===== config.mk =====
export PLATFORM = sky130hd
export DESIGN_NAME = axis_packet_arbiter
export DESIGN_NICKNAME = d
export VERILOG_FILES = /design/src/rtl/axis_packet_arbiter.sv
export SDC_FILE = /design/constraint.sdc
export NUM_CORES = 1
export LEC_CHECK = 0
export BUFFER_PORTS_ARGS = -buffer_cell sky130_fd_sc_hd__buf_2
export CAP_MARGIN = 20
export CORE_MARGIN = 3
export CORE_UTILIZATION = 48
export CTS_BUF_LIST = sky130_fd_sc_hd__clkbuf_8
export CTS_CLUSTER_DIAMETER = 60
export DETAILED_ROUTE_END_ITERATION = 8
export PLACE_DENSITY = 0.79
export RECOVER_POWER = 50
export SLEW_MARGIN = 20
export SYNTH_ARGS = -nofsm -noshare
export SYNTH_HDL_FRONTEND = slang
export SYNTH_SLANG_ARGS = --single-unit

===== constraint.sdc =====
create_clock -name clk -period 2.1 [get_ports clk]
set_input_delay 0.525 -clock clk [delete_from_list [all_inputs] [get_ports clk]]
set_output_delay 0.525 -clock clk [all_outputs]
set_load 0.05 [all_outputs]

===== src/rtl/axis_packet_arbiter.sv =====
`timescale 1ns/1ps
// Round-robin, packet-locked AXI-Stream merge of NUM_PORTS sources onto one registered master.
// Latency: request seen in IDLE -> grant next edge -> first beat on m_* two edges after request.
// Backpressure: s_tready[g] = ~m_tvalid | m_tready; all slave readies are low while the output stalls.
//
// Ports:
//   clk, rst                     clock, asynchronous active-low reset
//   s_tdata/s_tlast/s_tvalid     packed slave inputs, port i at [i*DWIDTH +: DWIDTH]
//   s_tready                     per-port ready, at most one bit high
//   m_tdata/m_tid/m_tlast/m_tvalid registered master outputs, m_tid = source port index
//   m_tready                     downstream ready
module axis_packet_arbiter #(
    parameter int NUM_PORTS = 4,
    parameter int DWIDTH    = 8,
    parameter int ID_WIDTH  = $clog2(NUM_PORTS)
) (
    input  logic                        clk,
    input  logic                        rst,
    input  logic [NUM_PORTS*DWIDTH-1:0] s_tdata,
    input  logic [NUM_PORTS-1:0]        s_tlast,
    input  logic [NUM_PORTS-1:0]        s_tvalid,
    output logic [NUM_PORTS-1:0]        s_tready,
    output logic [DWIDTH-1:0]           m_tdata,
    output logic [ID_WIDTH-1:0]         m_tid,
    output logic                        m_tlast,
    output logic                        m_tvalid,
    input  logic                        m_tready
);

    typedef enum logic {IDLE, PASS} state_t;

    state_t              state_q;
    logic [ID_WIDTH-1:0] grant_q;
    logic [ID_WIDTH-1:0] ptr_q;
    logic [DWIDTH-1:0]   m_tdata_q;
    logic [ID_WIDTH-1:0] m_tid_q;
    logic                m_tlast_q;
    logic                m_tvalid_q;

    logic [ID_WIDTH-1:0] sel_d;
    logic [ID_WIDTH-1:0] ptr_d;
    logic                req_any_d;
    logic [DWIDTH-1:0]   g_data;
    logic                g_last;
    logic                g_valid;
    logic                out_free;
    logic                accept;

    // Round-robin search starting at ptr_q, wrapping past NUM_PORTS-1.
    always_comb begin
        int                  idx;
        logic [ID_WIDTH-1:0] idx_w;
        sel_d     = ptr_q;
        req_any_d = 1'b0;
        idx       = 0;
        idx_w     = '0;
        for (int i = 0; i < NUM_PORTS; i++) begin
            idx = int'(ptr_q) + i;
            if (idx >= NUM_PORTS) begin
                idx = idx - NUM_PORTS;
            end
            idx_w = ID_WIDTH'(idx);
            if (!req_any_d && s_tvalid[idx_w]) begin
                req_any_d = 1'b1;
                sel_d     = idx_w;
            end
        end
    end

    assign ptr_d = (sel_d == ID_WIDTH'(NUM_PORTS - 1)) ? '0 : sel_d + 1'b1;

    // Mux of the granted port's payload.
    always_comb begin
        g_data  = '0;
        g_last  = 1'b0;
        g_valid = 1'b0;
        for (int i = 0; i < NUM_PORTS; i++) begin
            if (grant_q == ID_WIDTH'(i)) begin
                g_data  = s_tdata[i*DWIDTH +: DWIDTH];
                g_last  = s_tlast[i];
                g_valid = s_tvalid[i];
            end
        end
    end

    // Output register can take a beat when empty or draining this cycle.
    assign out_free = ~m_tvalid_q | m_tready;
    assign accept   = (state_q == PASS) & g_valid & out_free;

    // Ready comes from registered state only, so reset forces it low immediately.
    always_comb begin
        s_tready = '0;
        for (int i = 0; i < NUM_PORTS; i++) begin
            if ((state_q == PASS) && (grant_q == ID_WIDTH'(i))) begin
                s_tready[i] = out_free;
            end
        end
    end

    always_ff @(posedge clk or negedge rst) begin
        if (!rst) begin
            state_q    <= IDLE;
            grant_q    <= '0;
            ptr_q      <= '0;
            m_tdata_q  <= '0;
            m_tid_q    <= '0;
            m_tlast_q  <= 1'b0;
            m_tvalid_q <= 1'b0;
        end else begin
            case (state_q)
                IDLE: begin
                    // Arbitration does not wait for the output register to drain.
                    if (req_any_d) begin
                        grant_q <= sel_d;
                        ptr_q   <= ptr_d;
                        state_q <= PASS;
                    end
                end
                PASS: begin
                    if (accept && g_last) begin
                        state_q <= IDLE;
                    end
                end
                default: state_q <= IDLE;
            endcase

            if (accept) begin
                m_tdata_q  <= g_data;
                m_tlast_q  <= g_last;
                m_tid_q    <= grant_q;
                m_tvalid_q <= 1'b1;
            end else if (m_tready) begin
                m_tvalid_q <= 1'b0;
            end
        end
    end

    assign m_tdata  = m_tdata_q;
    assign m_tid    = m_tid_q;
    assign m_tlast  = m_tlast_q;
    assign m_tvalid = m_tvalid_q;

endmodule


==> flow_summary_export.csv <==
group,metric,value,unit
global_routing,grt_max_degree,18,
setup_path,path_cells,"buf_4, and4_1, buf_2",
synthesis,synth_cell_types,39,
sta,setup_viol_count_final,0,
sta,max_slew.worst_pin.slew,0.928,ns
synthesis,synth_seq_cells,17,
min_path,hp-class,"in2async",
detailed_routing,viasPerCell,5.87,
global_routing,antenna_found_initial,0,
detailed_routing,dr.pass1.iters,4,
clock_network,ctsLongestPathBuffers,2,
synthesis,synth_largest_type_area_fraction,34.1,%
synthesis,synthesis.nets,143,
clock_network,htree_levels,1,
clock_network,post-cts-setup-buffers,0,
die,core_area,2340,sq um
clock_network,cts_sinks,17,
setup_path,r2r_slack,0.25,ns
placed_design,port_buffers,58,
final_layout,final_nets,201,
clock_network,cts_resized,0,
final_layout,area_growth,28.1,%
setup_path,cp-end-kind,"output port",
placed_design,dp_slack,0.104,ns
job,cap_viol_max_count,0,
setup_path,crit_slowest_cell,"dfrtp_1",
synthesis,ys.flop_type,"dfrtp_1",
sta,fin_crit_sh,94.8,%
die,chipHeight,57.0,um
synthesis,synth-edff-count,0,
sta,fin_crit,1.99,ns
power_and_ir_drop,leakage,0.770,nW
die,rows,17,
synthesis,synth-seq-area-share,34.1,%
power_and_ir_drop,power.density,1660,nW/um^2
clock_network,path_clk_slew,0.07,ns
final_layout,mostFrequentLayoutCell,"buf_2",
global_routing,grt_first_pass_wirelength,5130,um
setup_path,critPathBufInv,2,
die,io_pins,59,
die,die-area,3240,sq um
sta,finClkSkew,0.00724,ns
sta,drv_slew,0,
final_layout,antenna_cells,0,
detailed_routing,via_count,1086,
setup_path,worstSetupStartpointType,"register",
final_layout,seqCellArea,425,sq um
setup_path,max_stage_delay,0.48,ns
synthesis,synthArstFlopShare,100,%
setup_path,cp_top_family,"buffers and inverters",
detailed_routing,totalWireLength,3260,um
placed_design,place_congestion,0.821,
final_layout,drive_gt1_share,53.5,%
final_layout,fin_cells,185,
setup_path,crit_fanout,12,
global_routing,overflow,0,
final_layout,multi_input_area,756,sq um
synthesis,syn_avg_cell_area,12.5,sq um
clock_network,cts_buffers,3,
sta,rsz0062_at_grt,"no",
setup_path,crit_type,"reg2out",
sta,fin_ws,0.109,ns
die,initial_core_util,53.3,%
setup_path,cp.required,1.57,ns
detailed_routing,wl_per_cell,17.6,um
synthesis,yosysTopAreaCell,"dfrtp_1",
clock_network,ctsRootBufferMaster,"clkbuf_8",
setup_path,arrival,1.47,ns
sta,slew_headroom,38.1,%
global_routing,grt_pass1_vias,1036,
final_layout,nFillCells,193,
clock_network,clk_latency,0.25,ns
detailed_routing,first_iter_violations,21,
synthesis,yosys_warnings,0,
global_routing,grtUsageTotal,20.4,%
final_layout,layout_common_cells,"buf_2 (52), dfrtp_1 (17), mux2_4 (9)",
clock_network,cts_tree,"built",
sta,max_freq,0.502,GHz
synthesis,syn-cell-area,1250,sq um
placed_design,place_inst,181,
synthesis,synth.area.top_cells,"dfrtp_1 (34%), mux2_4 (11%), mux4_1 (11%)",
die,dieWidth,57.0,um
sta,tns,0,ns
detailed_routing,ant_nets,0,
sta,final_hold_viol_count,0,
power_and_ir_drop,ir_drop,1020,uV
synthesis,synthCells,100,
placed_design,place_hpwl,2530,um
clock_network,cts_hold_buf,0,
outcome,outcome,"finished clean",
detailed_routing,route.detailed.drc,0,
==> report_power, final <==
part	internal, mW	leakage (nW)	switching [mW]
Combinational	0.726	0.546	0.999
Clock	0.130	0.0269	0.112
Sequential	0.500	0.197	0.189
Total	1.36	0.770	1.30
==> area by class of cell <==
cell class,instances,area share [%]
well taps,28,2.19
repair buffers,64,20.3
clock inverters,1,0.235
multi-input cells,69,47.3
inverters,3,0.705
clock buffers,3,2.59
flip-flops and latches,17,26.6
==> state kept, by name (all words and copies together), names as in the netlist, named ones only <==
signal / flops
grant_q: 2
m_tdata: 8
m_tid: 2
ptr_q: 1
m_tvalid: 1
m_tlast: 1
state_q: 1
==> stage by stage <==
stage | hold slack, ns | power [mW] | area (sq um) | utilization (%)
floorplan | 0.229 | 2.12 | 1260 | -
global placement | 0.467 | 2.38 | 1560 | 66.8
detailed placement | 0.471 | 2.44 | 1560 | 66.8
CTS | 0.200 | 2.68 | 1610 | 68.7
global route | 0.477 | 2.80 | 1600 | 68.2
finish | 0.386 | 2.66 | 1600 | 68.2
==> kinds of logic after synthesis <==
group | count (synthesis) | share of synthesized area [%]
multiplexers | 24 | 34.7
buffers and inverters | 14 | 6.43
flip-flops | 17 | 34.1
AO/OA/AOI/OAI | 16 | 10.2
adder cells (fa/ha/maj) | 1 | 0.803
AND/OR/NAND/NOR | 28 | 13.7
==> routing by layer <==
layer	track usage (%)	part of all wire, %
met2	35.6	51
met1	26.3	42
met3	4.30	6.9
met5	0	0
met4	3.97	0.34
==> synthesized netlist by cell type, drive strengths merged (2+ instances only) <==
| master | n |
|---|---|
| nand3 | 2 |
| mux2i | 2 |
| nor2 | 2 |
| nand2b | 4 |
| or4 | 2 |
| a22o | 2 |
| nor3b | 4 |
| nor3 | 4 |
| mux4 | 10 |
| o21ai | 2 |
| nor2b | 2 |
| nand2 | 4 |
| inv | 3 |
| nor4 | 2 |
| mux2 | 12 |
| clkbuf | 5 |
| buf | 6 |
| dfrtp | 17 |
==> path summary, 6_finish.rpt <==
check                      depth (start not counted)        from                    endpoint
max                                                3  grant_q[0]                 s_tready[3]
min                                                1         rst                     state_q
max reg2reg                                        3  grant_q[0]                    m_tid[1]
min reg2reg                                        1  m_tdata[0]                  m_tdata[0]
max in group asynchronous                          1         rst  asynchronous set/reset pin
min in group clk                                   1  m_tdata[0]                  m_tdata[0]
==> worst register-to-register path: stages, from the launching register on <==
cell and delay (ns):
dfrtp_1 0.48, mux4_2 0.58, nand3_2 0.30, mux2_2 0.38
Note: power is estimated with default switching activity, not from simulation.
